$ cat src/rtl/mem_arbiter.sv
// mem_arbiter: shares the single-port 512x16 RAM between the CPU memory port
// and a secondary requester (program loader / debug / DMA). The CPU wins by
// default. A waiting loader is forced through after STARVE lost cycles. A
// locked loader keeps the RAM for back-to-back download while the CPU stalls.
// Read data from the synchronous RAM is steered back to whichever requester
// owned the RAM in the previous cycle.
module mem_arbiter #(
  parameter int AW     = 9,
  parameter int DW     = 16,
  parameter int STARVE = 4
) (
  input  logic          clk,
  input  logic          reset,
  input  logic [1:0]    cpu_cmd,
  input  logic [AW-1:0] cpu_addr,
  input  logic [DW-1:0] cpu_wdata,
  output logic [DW-1:0] cpu_rdata,
  output logic          cpu_stall,
  input  logic          ldr_req,
  input  logic          ldr_we,
  input  logic          ldr_lock,
  input  logic [AW-1:0] ldr_addr,
  input  logic [DW-1:0] ldr_wdata,
  output logic          ldr_gnt,
  output logic [DW-1:0] ldr_rdata,
  output logic          ldr_valid,
  output logic [AW-1:0] ram_addr,
  output logic          ram_we,
  output logic [DW-1:0] ram_din,
  input  logic [DW-1:0] ram_dout
);

  localparam int              SW         = $clog2(STARVE + 1);
  localparam logic [SW-1:0]   STARVE_MAX = SW'(STARVE);

  // The state names the owner of the RAM in the cycle that just completed.
  typedef enum logic [1:0] {
    IDLE = 2'd0,
    CPU  = 2'd1,
    LDR  = 2'd2,
    LOCK = 2'd3
  } state_t;

  state_t        r_state;
  state_t        w_nextState;
  logic [SW-1:0] r_starveCnt;
  logic [SW-1:0] w_nextStarve;
  logic [AW-1:0] r_lastAddr;
  logic          r_cpuRd;
  logic          r_ldrRd;
  logic [DW-1:0] r_cpuRdata;

  logic          w_cpuRead;
  logic          w_cpuWrite;
  logic          w_cpuReq;
  logic          w_ldrGnt;
  logic          w_cpuGnt;

  // Decode the CPU command and decide who owns the RAM this cycle.
  always_comb begin
    w_cpuRead  = (cpu_cmd == 2'b01);
    w_cpuWrite = (cpu_cmd == 2'b10);
    w_cpuReq   = w_cpuRead | w_cpuWrite;
    w_ldrGnt   = 1'b0;
    w_cpuGnt   = 1'b0;
    if (!reset) begin
      if (r_state == LOCK) begin
        w_ldrGnt = ldr_req;
      end else begin
        w_ldrGnt = ldr_req && (!w_cpuReq || (r_starveCnt == STARVE_MAX));
      end
      // A locked loader keeps the CPU out even in cycles it leaves unused.
      w_cpuGnt = w_cpuReq && !w_ldrGnt && (r_state != LOCK);
    end
  end

  // Steer the granted requester onto the RAM port; hold the address when idle.
  always_comb begin
    ram_addr = r_lastAddr;
    ram_we   = 1'b0;
    ram_din  = '0;
    if (w_ldrGnt) begin
      ram_addr = ldr_addr;
      ram_we   = ldr_we;
      ram_din  = ldr_wdata;
    end else if (w_cpuGnt) begin
      ram_addr = cpu_addr;
      ram_we   = w_cpuWrite;
      ram_din  = cpu_wdata;
    end
  end

  // Starvation counter and next owner of the RAM.
  always_comb begin
    w_nextStarve = '0;
    w_nextState  = IDLE;
    if (ldr_req && !w_ldrGnt) begin
      w_nextStarve = (r_starveCnt == STARVE_MAX) ? r_starveCnt : r_starveCnt + 1'b1;
    end
    if (w_ldrGnt) begin
      w_nextState = ldr_lock ? LOCK : LDR;
    end else if (w_cpuGnt) begin
      w_nextState = CPU;
    end else if ((r_state == LOCK) && ldr_lock) begin
      w_nextState = LOCK;
    end
  end

  // State, counter and address-hold registers.
  always_ff @(posedge clk) begin
    if (reset) begin
      r_state     <= IDLE;
      r_starveCnt <= '0;
      r_lastAddr  <= '0;
    end else begin
      r_state     <= w_nextState;
      r_starveCnt <= w_nextStarve;
      r_lastAddr  <= ram_addr;
    end
  end

  // Remember which requester issued a read so its data can be returned next cycle.
  always_ff @(posedge clk) begin
    if (reset) begin
      r_cpuRd <= 1'b0;
      r_ldrRd <= 1'b0;
    end else begin
      r_cpuRd <= w_cpuGnt && w_cpuRead;
      r_ldrRd <= w_ldrGnt && !ldr_we;
    end
  end

  // Keep the last CPU read value so cpu_rdata is stable while others own the RAM.
  always_ff @(posedge clk) begin
    if (reset) begin
      r_cpuRdata <= '0;
    end else if ((r_state == CPU) && r_cpuRd) begin
      r_cpuRdata <= ram_dout;
    end
  end

  // Requester-facing outputs; a reset discards any read still in flight.
  always_comb begin
    ldr_gnt   = w_ldrGnt;
    cpu_stall = w_cpuReq && !w_cpuGnt;
    ldr_rdata = ram_dout;
    ldr_valid = r_ldrRd && !reset;
    cpu_rdata = ((r_state == CPU) && r_cpuRd) ? ram_dout : r_cpuRdata;
  end

endmodule

$ cat config.mk
export PLATFORM = sky130hd
export DESIGN_NAME = mem_arbiter
export DESIGN_NICKNAME = d
export VERILOG_FILES = /design/src/rtl/mem_arbiter.sv
export SDC_FILE = /design/constraint.sdc
export NUM_CORES = 1
export LEC_CHECK = 0
export CAP_MARGIN = 20
export CORE_MARGIN = 3
export CORE_UTILIZATION = 34
export CTS_CLUSTER_SIZE = 16
export DETAILED_ROUTE_END_ITERATION = 6
export PLACE_DENSITY = 0.78
export SETUP_SLACK_MARGIN = 0.15
export SLEW_MARGIN = 20
export SYNTH_ARGS = -nofsm -noshare
export SYNTH_HDL_FRONTEND = slang
export SYNTH_SLANG_ARGS = --single-unit
$ cat constraint.sdc
create_clock -name clk -period 1.64 [get_ports clk]
set_clock_uncertainty 0.1 [all_clocks]
set_input_delay 0.246 -clock clk [delete_from_list [all_inputs] [get_ports clk]]
set_output_delay 0.246 -clock clk [all_outputs]
set_load 0.02 [all_outputs]
* Yosys cells after proc, flatten, opt, wreduce, memory -nomap -nowiden
Cells that the tools add are included.
Word-level totals: flip-flop bits (word level) 32, word-level logic and storage cells 48
Cells by class: $add $sub $neg 1, eq/ne operators 6, muxes and demuxes 15, bitwise gates (word level) 2, reduce and logical (&&, ||, !) cells 18
Operators with widths (count):
- two-way mux 16 bit | 3
- two-way mux 9 bit | 2
- logical AND 1 bit | 10
- two-way mux 1 bit | 7
- zero test 1 bit | 6
- two-way mux 2 bit | 3
- equality test 2 x 1 -> 1 bit (second input constant) | 2
- equality test 2 bit (second input constant) | 2
- adder 3 x 1 -> 3 bit (second input constant) | 1
- equality test 3 bit (second input constant) | 1
- inequality test 2 bit (second input constant) | 1
- OR reduction 2 bit | 1
- logical OR 1 bit | 1
- NOT 1 bit | 1
- OR 1 bit | 1

* Depth between registers and ports, before layout
Gate-level depths: netlist (run 1).
word-level depth 13, gate-level depth with buffers 7, mapped depth without buffers 5

* Least setup slack after synthesis (run 1)
OpenSTA, ideal clock, no wires.
kind input -> output, start input cpu_cmd[0], end output ram_addr[3], arrival time 1703 ps, data required time 1294 ps, setup slack -409 ps, cell stages on the path 6, path buffers 1, cells stage by stage inv_1 -> ha_1 -> a211oi_4 -> buf_2 -> nor3_1 -> nor3_1
Between the ends: word-level cells in the longest chain between the ends 13, elaborated cells on any way between the ends 15, those cells by class eq/ne: 2; mux: 6; bitwise: 1; reduce/logical: 6
Ends and longest elaborated chain:
- start, declared | line 14 | input logic [1:0] cpu_cmd,
- equality test 2 x 1 -> 1 bit / equality test 2 bit (equally long branches) | line 61, 62
- OR 1 bit (*) | line 63 | w_cpuReq = w_cpuRead | w_cpuWrite;
- zero test 1 bit | line 70 | w_ldrGnt = ldr_req && (!w_cpuReq || (r_starveCnt == STARVE_MAX));
- logical OR 1 bit | line 70
- logical AND 1 bit | line 70
- two-way mux 1 bit | line 67 | if (r_state == LOCK) begin
- two-way mux 1 bit | line 66 | if (!reset) begin
- zero test 1 bit | line 73 | w_cpuGnt = w_cpuReq && !w_ldrGnt && (r_state != LOCK);
- logical AND 1 bit (2 in series) | line 73
- two-way mux 1 bit | line 66
- two-way mux 9 bit | line 86 | end else if (w_cpuGnt) begin
- two-way mux 9 bit (*) | line 82 | if (w_ldrGnt) begin
- end, declared | line 27 | output logic [AW-1:0] ram_addr,
Mark *: on every way between the ends. The rest lies on a longest branch, timed or not. The select of a mux whose other input is x is not followed.

* Worst setup path after layout (run 1)
start register r_starveCnt[1], end output ram_din[6]
Between the ends: word-level cells in the longest chain between the ends 11, elaborated cells on any way between the ends 12, those cells by class eq/ne: 1; mux: 6; reduce/logical: 5
Ends and longest elaborated chain:
- start, declared | line 46 | logic [SW-1:0] r_starveCnt;
- start signal, assigned | line 117 | r_starveCnt <= w_nextStarve;
- equality test 3 bit (*) | line 70
- logical OR 1 bit (*) | line 70
- logical AND 1 bit (*) | line 70
- two-way mux 1 bit (*) | line 67
- two-way mux 1 bit (*) | line 66
- zero test 1 bit | line 73
- logical AND 1 bit (2 in series) | line 73
- two-way mux 1 bit | line 66
- two-way mux 16 bit | line 86
- two-way mux 16 bit (*) | line 82
- end, declared | line 29 | output logic [DW-1:0] ram_din,
Marks and branches as above.

==> results of run 1 <==
-- layer usage --
| metal | GRT usage | wire [um] | vias to the layer above |
|---|---|---|---|
| li1 | - | - | 1223 |
| met1 | 0.2937 | 3844 | 1278 |
| met2 | 0.4660 | 5441 | 127 |
| met3 | 0.06084 | 681 | 18 |
| met4 | 0.06657 | 169 | 0 |
| met5 | 0 | 0 | - |
-- Yosys cell counts --
cell,number
sky130_fd_sc_hd__and2_1,2
sky130_fd_sc_hd__nand2_1,38
sky130_fd_sc_hd__dfxtp_1,32
sky130_fd_sc_hd__mux2_2,8
sky130_fd_sc_hd__a211oi_4,1
sky130_fd_sc_hd__nor3_1,37
sky130_fd_sc_hd__nor2_1,5
sky130_fd_sc_hd__mux2_4,8
sky130_fd_sc_hd__ha_1,4
sky130_fd_sc_hd__a311oi_2,2
sky130_fd_sc_hd__clkbuf_1,7
sky130_fd_sc_hd__a21oi_1,2
sky130_fd_sc_hd__or3_1,1
sky130_fd_sc_hd__buf_1,1
sky130_fd_sc_hd__buf_6,3
sky130_fd_sc_hd__mux2i_1,18
sky130_fd_sc_hd__buf_4,19
sky130_fd_sc_hd__buf_2,6
sky130_fd_sc_hd__a311oi_1,7
sky130_fd_sc_hd__inv_1,4
sky130_fd_sc_hd__nand3b_4,1
sky130_fd_sc_hd__nand2b_1,19
sky130_fd_sc_hd__nor2b_1,18
sky130_fd_sc_hd__o21ai_0,1
sky130_fd_sc_hd__a221oi_2,1
sky130_fd_sc_hd__and3_1,1
sky130_fd_sc_hd__a211o_1,1
sky130_fd_sc_hd__and4_1,1
sky130_fd_sc_hd__nor3b_1,10
-- state kept, by name, indices dropped and copies added, names as in the netlist --
register	flops
r_cpuRdata	16
r_ldrRd	1
r_starveCnt	3
r_cpuRd	1
r_lastAddr	9
r_state	2
-- final timing paths --
path / from / end / slack [ns] / cells after the start
setup reg to reg: r_state[1] / r_lastAddr[4] / -0.24 / 8
hold reg to reg: r_starveCnt[0] / r_starveCnt[0] / 0.42 / 2
hold / removal: cpu_cmd[0] / r_cpuRd / 0.30 / 3
setup / recovery: r_starveCnt[1] / ram_din[6] / -0.72 / 8
-- placed cells by master, fill, tap and decap left out, types with 4 or more instances in the layout --
| cell | n |
|---|---|
| sky130_fd_sc_hd__clkdlybuf4s50_1 | 69 |
| sky130_fd_sc_hd__nand2_1 | 33 |
| sky130_fd_sc_hd__nor3b_1 | 9 |
| sky130_fd_sc_hd__dfxtp_2 | 4 |
| sky130_fd_sc_hd__mux2i_4 | 17 |
| sky130_fd_sc_hd__buf_6 | 68 |
| sky130_fd_sc_hd__nand2_2 | 4 |
| sky130_fd_sc_hd__buf_16 | 5 |
| sky130_fd_sc_hd__a311oi_2 | 7 |
| sky130_fd_sc_hd__nand2b_1 | 18 |
| sky130_fd_sc_hd__clkbuf_8 | 5 |
| sky130_fd_sc_hd__mux2_4 | 14 |
| sky130_fd_sc_hd__nor3_1 | 10 |
| sky130_fd_sc_hd__buf_12 | 9 |
| sky130_fd_sc_hd__dlygate4sd2_1 | 16 |
| sky130_fd_sc_hd__buf_2 | 4 |
| sky130_fd_sc_hd__nor2b_1 | 8 |
| sky130_fd_sc_hd__buf_4 | 28 |
| sky130_fd_sc_hd__dfxtp_1 | 28 |
| sky130_fd_sc_hd__nor2b_4 | 9 |
| sky130_fd_sc_hd__nor3_4 | 25 |
-- cell families (layout without fill, tap and decap cells) --
group / Yosys count / after routing
AOI/OAI and AO/OA: 15 / 15
adders and majority gates: 4 / 4
buffers and inverters: 40 / 217
muxes: 34 / 34
and+or+nand+nor: 133 / 133
DFF: 32 / 32
-- stage by stage --
step | cell area, sq um | hold WS (ns) | std cells | total power [uW] | utilization
after floorplan | 2728 | 0.2253 | 258 | 1534 | -
after global placement | 4182 | 0.3873 | 465 | 1996 | 0.6899
after detailed placement | 4182 | 0.3874 | 465 | 2010 | 0.6899
after CTS | 4892 | 0.2897 | 502 | 2982 | 0.8072
after global routing | 5160 | 0.3158 | 510 | 3213 | 0.8514
final | 5160 | 0.2954 | 510 | 3100 | 0.8514
-- cell type report --
| type | instances | share of cell area |
|---|---|---|
| Timing Repair Buffer | 205 | 0.4374 |
| Multi-Input combinational cell | 186 | 0.3943 |
| Sequential cell | 32 | 0.1251 |
| Tap cell | 75 | 0.01819 |
| Clock buffer | 5 | 0.01334 |
| Clock inverter | 3 | 0.008244 |
| Inverter | 4 | 0.003395 |
-- power breakdown --
| group | total, uW | switching, uW | internal (uW) |
|---|---|---|---|
| combinational | 1460 | 650 | 811 |
| sequential | 844 | 31.4 | 812 |
| clock | 795 | 345 | 450 |
-- worst max-delay path, stage by stage, from the launching register on --
cell and delay, ns:
sky130_fd_sc_hd__dfxtp_2 0.36, sky130_fd_sc_hd__inv_2 0.05, sky130_fd_sc_hd__ha_4 0.16, sky130_fd_sc_hd__a221oi_4 0.27, sky130_fd_sc_hd__nand2b_4 0.22, sky130_fd_sc_hd__buf_6 0.12
sky130_fd_sc_hd__buf_16 0.14, sky130_fd_sc_hd__mux2i_4 0.23, sky130_fd_sc_hd__buf_6 0.14
-- what timing repair did --
action,in CTS,in global routing
pin swaps,11,7
buffers inserted,23,6
setup endpoints to repair,93,77
cloned,6,2
gates resized for setup,330,41
==> implementation parameters, run 1 <==
Parameter                              Value

Run status
  Outcome    finished, violations left
  Failing checks    setup timing

Clock network
  Clock buffer count from CTS    5
  Latest clock arrival within the worst-skew pair    0.30 ns
  Clock Root Buffer    sky130_fd_sc_hd__clkbuf_8
  Clock transition at the registers of the reported paths    ~0.08 ns
  Number of buffers inserted for hold repair after clock tree synthesis    0
  TritonCTS clock tree    done
  Number of sinks handled by clock tree synthesis    32
  Buffer depth of the longest clock path    2
  H-tree lvl count    2

Yosys
  Main combinational cell family by area after synthesis    simple AND/OR/NAND/NOR gates
  Adder-Cell Fraction of Synth Area    0.02286
  Proportion of synthesized chip area in sequential cells    0.2926
  Synthesized-area fraction occupied by xor and xnor cells    0
  Simple logic cell fraction of the synthesized area    0.3229
  Cell types occupying the most area after synthesis    sky130_fd_sc_hd__dfxtp_1, sky130_fd_sc_hd__nor3_1, sky130_fd_sc_hd__mux2i_1
  Synthesis Warnings    0
  Library cells used by synthesis    29
  Synthesized-area fraction occupied by ao, oa, aoi and oai cells    0.06857
  Post-Synthesis Net Count    between 300 and 400
  Netlist area before placement    2190 sq um
  Top cell type by total area after synthesis    sky130_fd_sc_hd__dfxtp_1
  Multiplexer area fraction after synthesis    0.1783
  Area share of the leading cell type in the synthesized netlist    0.2926
  Seq cells post-synth    32
  Synthesized instance count    258
  Mean instance size in the synthesized netlist    8.487 sq um

Global routing
  GRT Resource Usage Total    0.2536
  Antenna violations before repair    0
  First-pass GRT wire length    14.70 mm
  Largest net degree at the start of global routing    21
  Overflow left after global routing    0
  Number of global-route vias before repair    roughly 2800

Route
  DRC violations left    0
  Average wire per standard cell    slightly below 20 um
  Via count    ~2600
  Initial drt markers    slightly above 70
  Routed Wire Length    10.14 mm
  Vias per std cell    5.188
  Antenna-violating nets left    0
  Initial DRT Pass Iterations    4

Placed design
  Estimated wirelength of the detail-placed design    about 5.7 mm
  RD Place Congestion    around 0.81
  Count of input and output buffers    approximately 130
  Setup Slack @ Placement    -1.295 ns

Worst hold path
  Hold WC Path Type    in2reg

Finish
  Multi-input gate area in the final layout    2034 sq um
  Net count of the finished layout    ~510
  Number of fill cells in the layout    ~320
  Flip-flop and latch area    roughly 650 sq um
  Synthesis-to-layout area growth    135.7%
  Number of antenna repair diodes    0
  Share of final-layout standard cells stronger than drive strength 1    0.5310

STA
  Crit share post-route    1.436
  Unrepaired setup endpoints after global routing    true
  Top achievable clock speed    approximately 0.42 GHz
  Min Clock Period, post-route    2.355 ns
  Actual transition at the worst max-transition pin    around 0.36 ns
  Count of final hold-check violations    0
  Max-slew violation count    0
  Max transition margin    0.7612
  Final setup viols    ~70
  Total negative slack for setup checks    -27.50 ns
  Worst Setup Slack, final    -0.7153 ns

Floorplanning
  Initial Util    0.3613
  Vertical die dimension    86.25 um
  Die ar.    between 7000 and 8000 sq um
  Die outline width    86.25 um
  Number of ports placed on the die boundary    between 100 and 150
  Placeable core region    between 6000 and 7000 sq um
  Cell Rows    28

Worst setup path
  Worst Setup Start Kind    register
  Worst Path Class, Setup    reg2out
  Worst endpoint required time    about 1.3 ns
  Largest fanout on the critical path    6
  Arrival time of data at the critical path endpoint    2.01 ns
  CP endpoint kind    output port

Power and ir drop
  Power density over the cells    approximately 600 nW/um^2
  Worst voltage drop across the vdd grid    roughly 0.38 mV
  Reported leakage power    0.002112 uW

Flow run
  Max capacitance violation total    0
Note: power is estimated with default switching activity, not from simulation.
==> run 2, diff against run 1 <==
Settings changed: ABC_AREA from default to 1, CORE_UTILIZATION 34 to 33, PLACE_DENSITY 0.78 to 0.77.
==> run 2 against run 1 <==
Net effect: the flow still finishes with violations (setup timing); setup slack better by 0.27 ns; clock power fell by 5.4%; die area decreased by 1.6%; register-to-register slack better by 0.09 ns; critical path type unchanged; largest cell class unchanged.
==> implementation parameters, run 2 <==
Parameter                              Value

Worst setup path
  Worst Path Class, Setup    reg2out (unchanged)
  Worst Setup Start Kind    register (unchanged)
  Worst endpoint required time    1.29 ns (about the same)
  Arrival time of data at the critical path endpoint    1.74 ns (was 2.01 ns)
  CP endpoint kind    output port (unchanged)
  Largest fanout on the critical path    5 (was 6)

Route
  Initial drt markers    62 (was 72)
  Vias per std cell    4.656 (was 5.188)
  Initial DRT Pass Iterations    6 (was 4)
  Average wire per standard cell    16.29 um (was 19.87 um)
  Via count    2873 (was 2646)
  Routed Wire Length    10.05 mm (was 10.14 mm)
  Antenna-violating nets left    0 (unchanged)
  DRC violations left    0 (unchanged)

Yosys
  Netlist area before placement    2090 sq um (was 2190 sq um)
  Most frequent cells after synthesis    sky130_fd_sc_hd__nand2_1, sky130_fd_sc_hd__inv_1, sky130_fd_sc_hd__dfxtp_1 (was sky130_fd_sc_hd__nand2_1, sky130_fd_sc_hd__nor3_1, sky130_fd_sc_hd__dfxtp_1)
  Proportion of synthesized chip area in sequential cells    0.3066 (was 0.2926)
  Synthesized instance count    322 (was 258)
  Number of synthesized flops with an enable pin    0 (unchanged)
  Post-Synthesis Net Count    399 (was 335)
  Cell types occupying the most area after synthesis    sky130_fd_sc_hd__dfxtp_1, sky130_fd_sc_hd__nand2_1, sky130_fd_sc_hd__inv_1 (was sky130_fd_sc_hd__dfxtp_1, sky130_fd_sc_hd__nor3_1, sky130_fd_sc_hd__mux2i_1)
  Mean instance size in the synthesized netlist    6.489 sq um (was 8.487 sq um)
  Seq cells post-synth    32 (unchanged)
  Most used standard cell by instance count after synthesis    sky130_fd_sc_hd__nand2_1 (unchanged)
  Area share of the leading cell type in the synthesized netlist    0.3066 (was 0.2926)
  Synthesis Warnings    0 (unchanged)
  Fraction of registers with async set or reset after synthesis    0 (unchanged)
  Top cell type by total area after synthesis    sky130_fd_sc_hd__dfxtp_1 (unchanged)
  Top flip-flop cell by instance count after synthesis    sky130_fd_sc_hd__dfxtp_1 (unchanged)
  Library cells used by synthesis    24 (was 29)

Finish
  Number of antenna repair diodes    0 (unchanged)
  Non-Filler Cell Area, Final    5385 sq um (was 5160 sq um)
  Flip-flop count of the largest register, all copies and words added    16 (unchanged)
  Share of final-layout standard cells stronger than drive strength 1    0.6089 (was 0.5310)
  Commonest non-fill, non-tap cells in the layout    sky130_fd_sc_hd__buf_6, sky130_fd_sc_hd__clkdlybuf4s50_1, sky130_fd_sc_hd__nand2_4, sky130_fd_sc_hd__buf_4, sky130_fd_sc_hd__inv_1 (was sky130_fd_sc_hd__clkdlybuf4s50_1, sky130_fd_sc_hd__buf_6, sky130_fd_sc_hd__nand2_1, sky130_fd_sc_hd__buf_4, sky130_fd_sc_hd__dfxtp_1)
  Net count of the finished layout    618 (was 511)
  Most flop-heavy register    r_cpuRdata (unchanged)
  Final cell count without fillers    617 (was 510)
  Synthesis-to-layout area growth    157.7% (was 135.7%)
  Most common cell after layout, fill and taps aside    sky130_fd_sc_hd__buf_6 (was sky130_fd_sc_hd__clkdlybuf4s50_1)
  Largest registers    r_cpuRdata: 16 flops, r_lastAddr: 9 flops, r_starveCnt: 3 flops (unchanged)

Clock network
  Number of buffers inserted for hold repair after clock tree synthesis    0 (unchanged)
  Buffer depth of the longest clock path    2 (unchanged)
  Number of sinks handled by clock tree synthesis    32 (unchanged)
  Clock Root Buffer    sky130_fd_sc_hd__clkbuf_8 (unchanged)
  Latest clock arrival within the worst-skew pair    0.28 ns (was 0.30 ns)
  Clock buffer count from CTS    5 (unchanged)
  Clock transition at the registers of the reported paths    0.07 ns (was 0.08 ns)
  H-tree lvl count    2 (unchanged)
  TritonCTS clock tree    done (unchanged)

STA
  Max-slew violation count    0 (unchanged)
  Final setup viols    52 (was 71)
  Worst Setup Slack, final    -0.4497 ns (was -0.7153 ns)
  Top achievable clock speed    0.4785 GHz (was 0.4246 GHz)
  Unrepaired setup endpoints after global routing    true (unchanged)
  Crit share post-route    1.274 (was 1.436)
  Worst slack on hold paths    0.3549 ns (was 0.2954 ns)
  Min Clock Period, post-route    2.090 ns (was 2.355 ns)
  Max transition margin    0.7959 (was 0.7612)
  Count of final hold-check violations    0 (unchanged)
  Actual transition at the worst max-transition pin    0.3061 ns (was 0.3555 ns)

Global routing
  Largest net degree at the start of global routing    21 (unchanged)
  First-pass GRT wire length    13.02 mm (was 14.70 mm)
  Antenna violations before repair    0 (unchanged)
  Overflow left after global routing    0 (unchanged)
  Number of global-route vias before repair    2819 (was 2780)
  GRT Resource Usage Total    0.2236 (was 0.2536)

Floorplanning
  Die ar.    7322 sq um (was 7439 sq um)
  Placeable core region    6026 sq um (was 6061 sq um)
  Cell Rows    28 (unchanged)
  Initial Util    0.3468 (was 0.3613)
  Die outline width    85.57 um (was 86.25 um)
  Number of ports placed on the die boundary    134 (unchanged)
  Vertical die dimension    85.57 um (was 86.25 um)

Placed design
  Count of input and output buffers    133 (unchanged)
  RD Place Congestion    0.7406 (was 0.8077)
  Cell count after placement    550 (was 465)
  Post-place instance area    3935 sq um (was 4182 sq um)
  Estimated wirelength of the detail-placed design    4.818 mm (was 5.665 mm)

Run status
  Outcome    finished, violations left (unchanged)
  Failing checks    setup timing (unchanged)

Power and ir drop
  Power density over the cells    554.8 nW/um^2 (was 600.8 nW/um^2)
  Power after layout    2988 uW (was 3100 uW)
  Worst voltage drop across the vdd grid    0.4488 mV (was 0.3755 mV)
  Reported leakage power    0.002662 uW (was 0.002112 uW)

Worst hold path
  Hold WC Path Type    in2reg (unchanged)

Flow run
  Max capacitance violation total    0 (unchanged)
-- run 2: cell type report --
cell class,count,area (sq um)
multi-input cells,190,1710
well taps,75,93.84
repair inverters,2,41.29
inverters,73,322.8
fillers,235,640.6
flip-flops and latches,32,644.4
clock buffers,6,72.57
clock inverters,2,35.03
repair buffers,237,2465
-- run 2: final timing paths --
check | from | to | slack [ns] | depth (start not counted)
worst max-delay path | r_starveCnt[0] | ram_addr[5] | -0.45 | 11
worst min-delay path | cpu_cmd[0] | r_cpuRd | 0.35 | 5
worst max register to register | r_starveCnt[0] | r_lastAddr[3] | -0.15 | 13
worst min register to register | r_starveCnt[0] | r_starveCnt[0] | 0.41 | 2
-- run 2: cells by family after synthesis --
| family | count (synthesis) | share of synthesized area |
|---|---|---|
| AOI/OAI and AO/OA | 31 | 0.08503 |
| DFF | 32 | 0.3066 |
| buffers and inverters | 100 | 0.2401 |
| and+or+nand+nor | 154 | 0.3401 |
| xor gates and xnor gates | 1 | 0.004192 |
| adders and majority gates | 4 | 0.02395 |
-- run 2: power breakdown --
group          leakage [uW]  internal, uW  switching (uW)
sequential         0.000262           809            11.8
combinational       0.00235           745             670
clock             0.0000552           451             301
-- run 2: what timing repair did --
| item | CTS | global route |
|---|---|---|
| pin swaps | 33 | 33 |
| gates cloned | 6 | 1 |
| setup endpoints to repair | 77 | 66 |
| buffers inserted | 25 | 27 |
| endpoints found under the hold margin | 0 | 0 |
| resized for setup | 402 | 121 |
-- run 2: per-stage QoR --
stage,utilization,TNS (ns),setup slack [ns]
after floorplan,-,0,0.03826
after global placement,0.6530,-40.53,-1.099
after detailed placement,0.6530,-41.27,-1.121
after CTS,0.7946,-12.63,-0.4058
after global routing,0.8937,-18.41,-0.5279
final,0.8937,-15.10,-0.4497
-- run 2: per-layer routing --
metal / GRT usage / wire [um]
met5: 0 / 0
met4: 0.07050 / 251
met3: 0.05860 / 639
met2: 0.4414 / 5536
met1: 0.2246 / 3623
-- run 2: worst max-delay path, stage by stage (launching register included) --
cell                      delay [ns]
sky130_fd_sc_hd__dfxtp_2        0.34
sky130_fd_sc_hd__inv_2          0.05
sky130_fd_sc_hd__ha_4           0.16
sky130_fd_sc_hd__nand2_4        0.07
sky130_fd_sc_hd__nand3_4        0.12
sky130_fd_sc_hd__nand2_4        0.12
sky130_fd_sc_hd__buf_6          0.11
sky130_fd_sc_hd__buf_8          0.14
sky130_fd_sc_hd__nand3_4        0.09
sky130_fd_sc_hd__nand2_4        0.09
sky130_fd_sc_hd__nand2_4        0.05
sky130_fd_sc_hd__buf_6          0.12
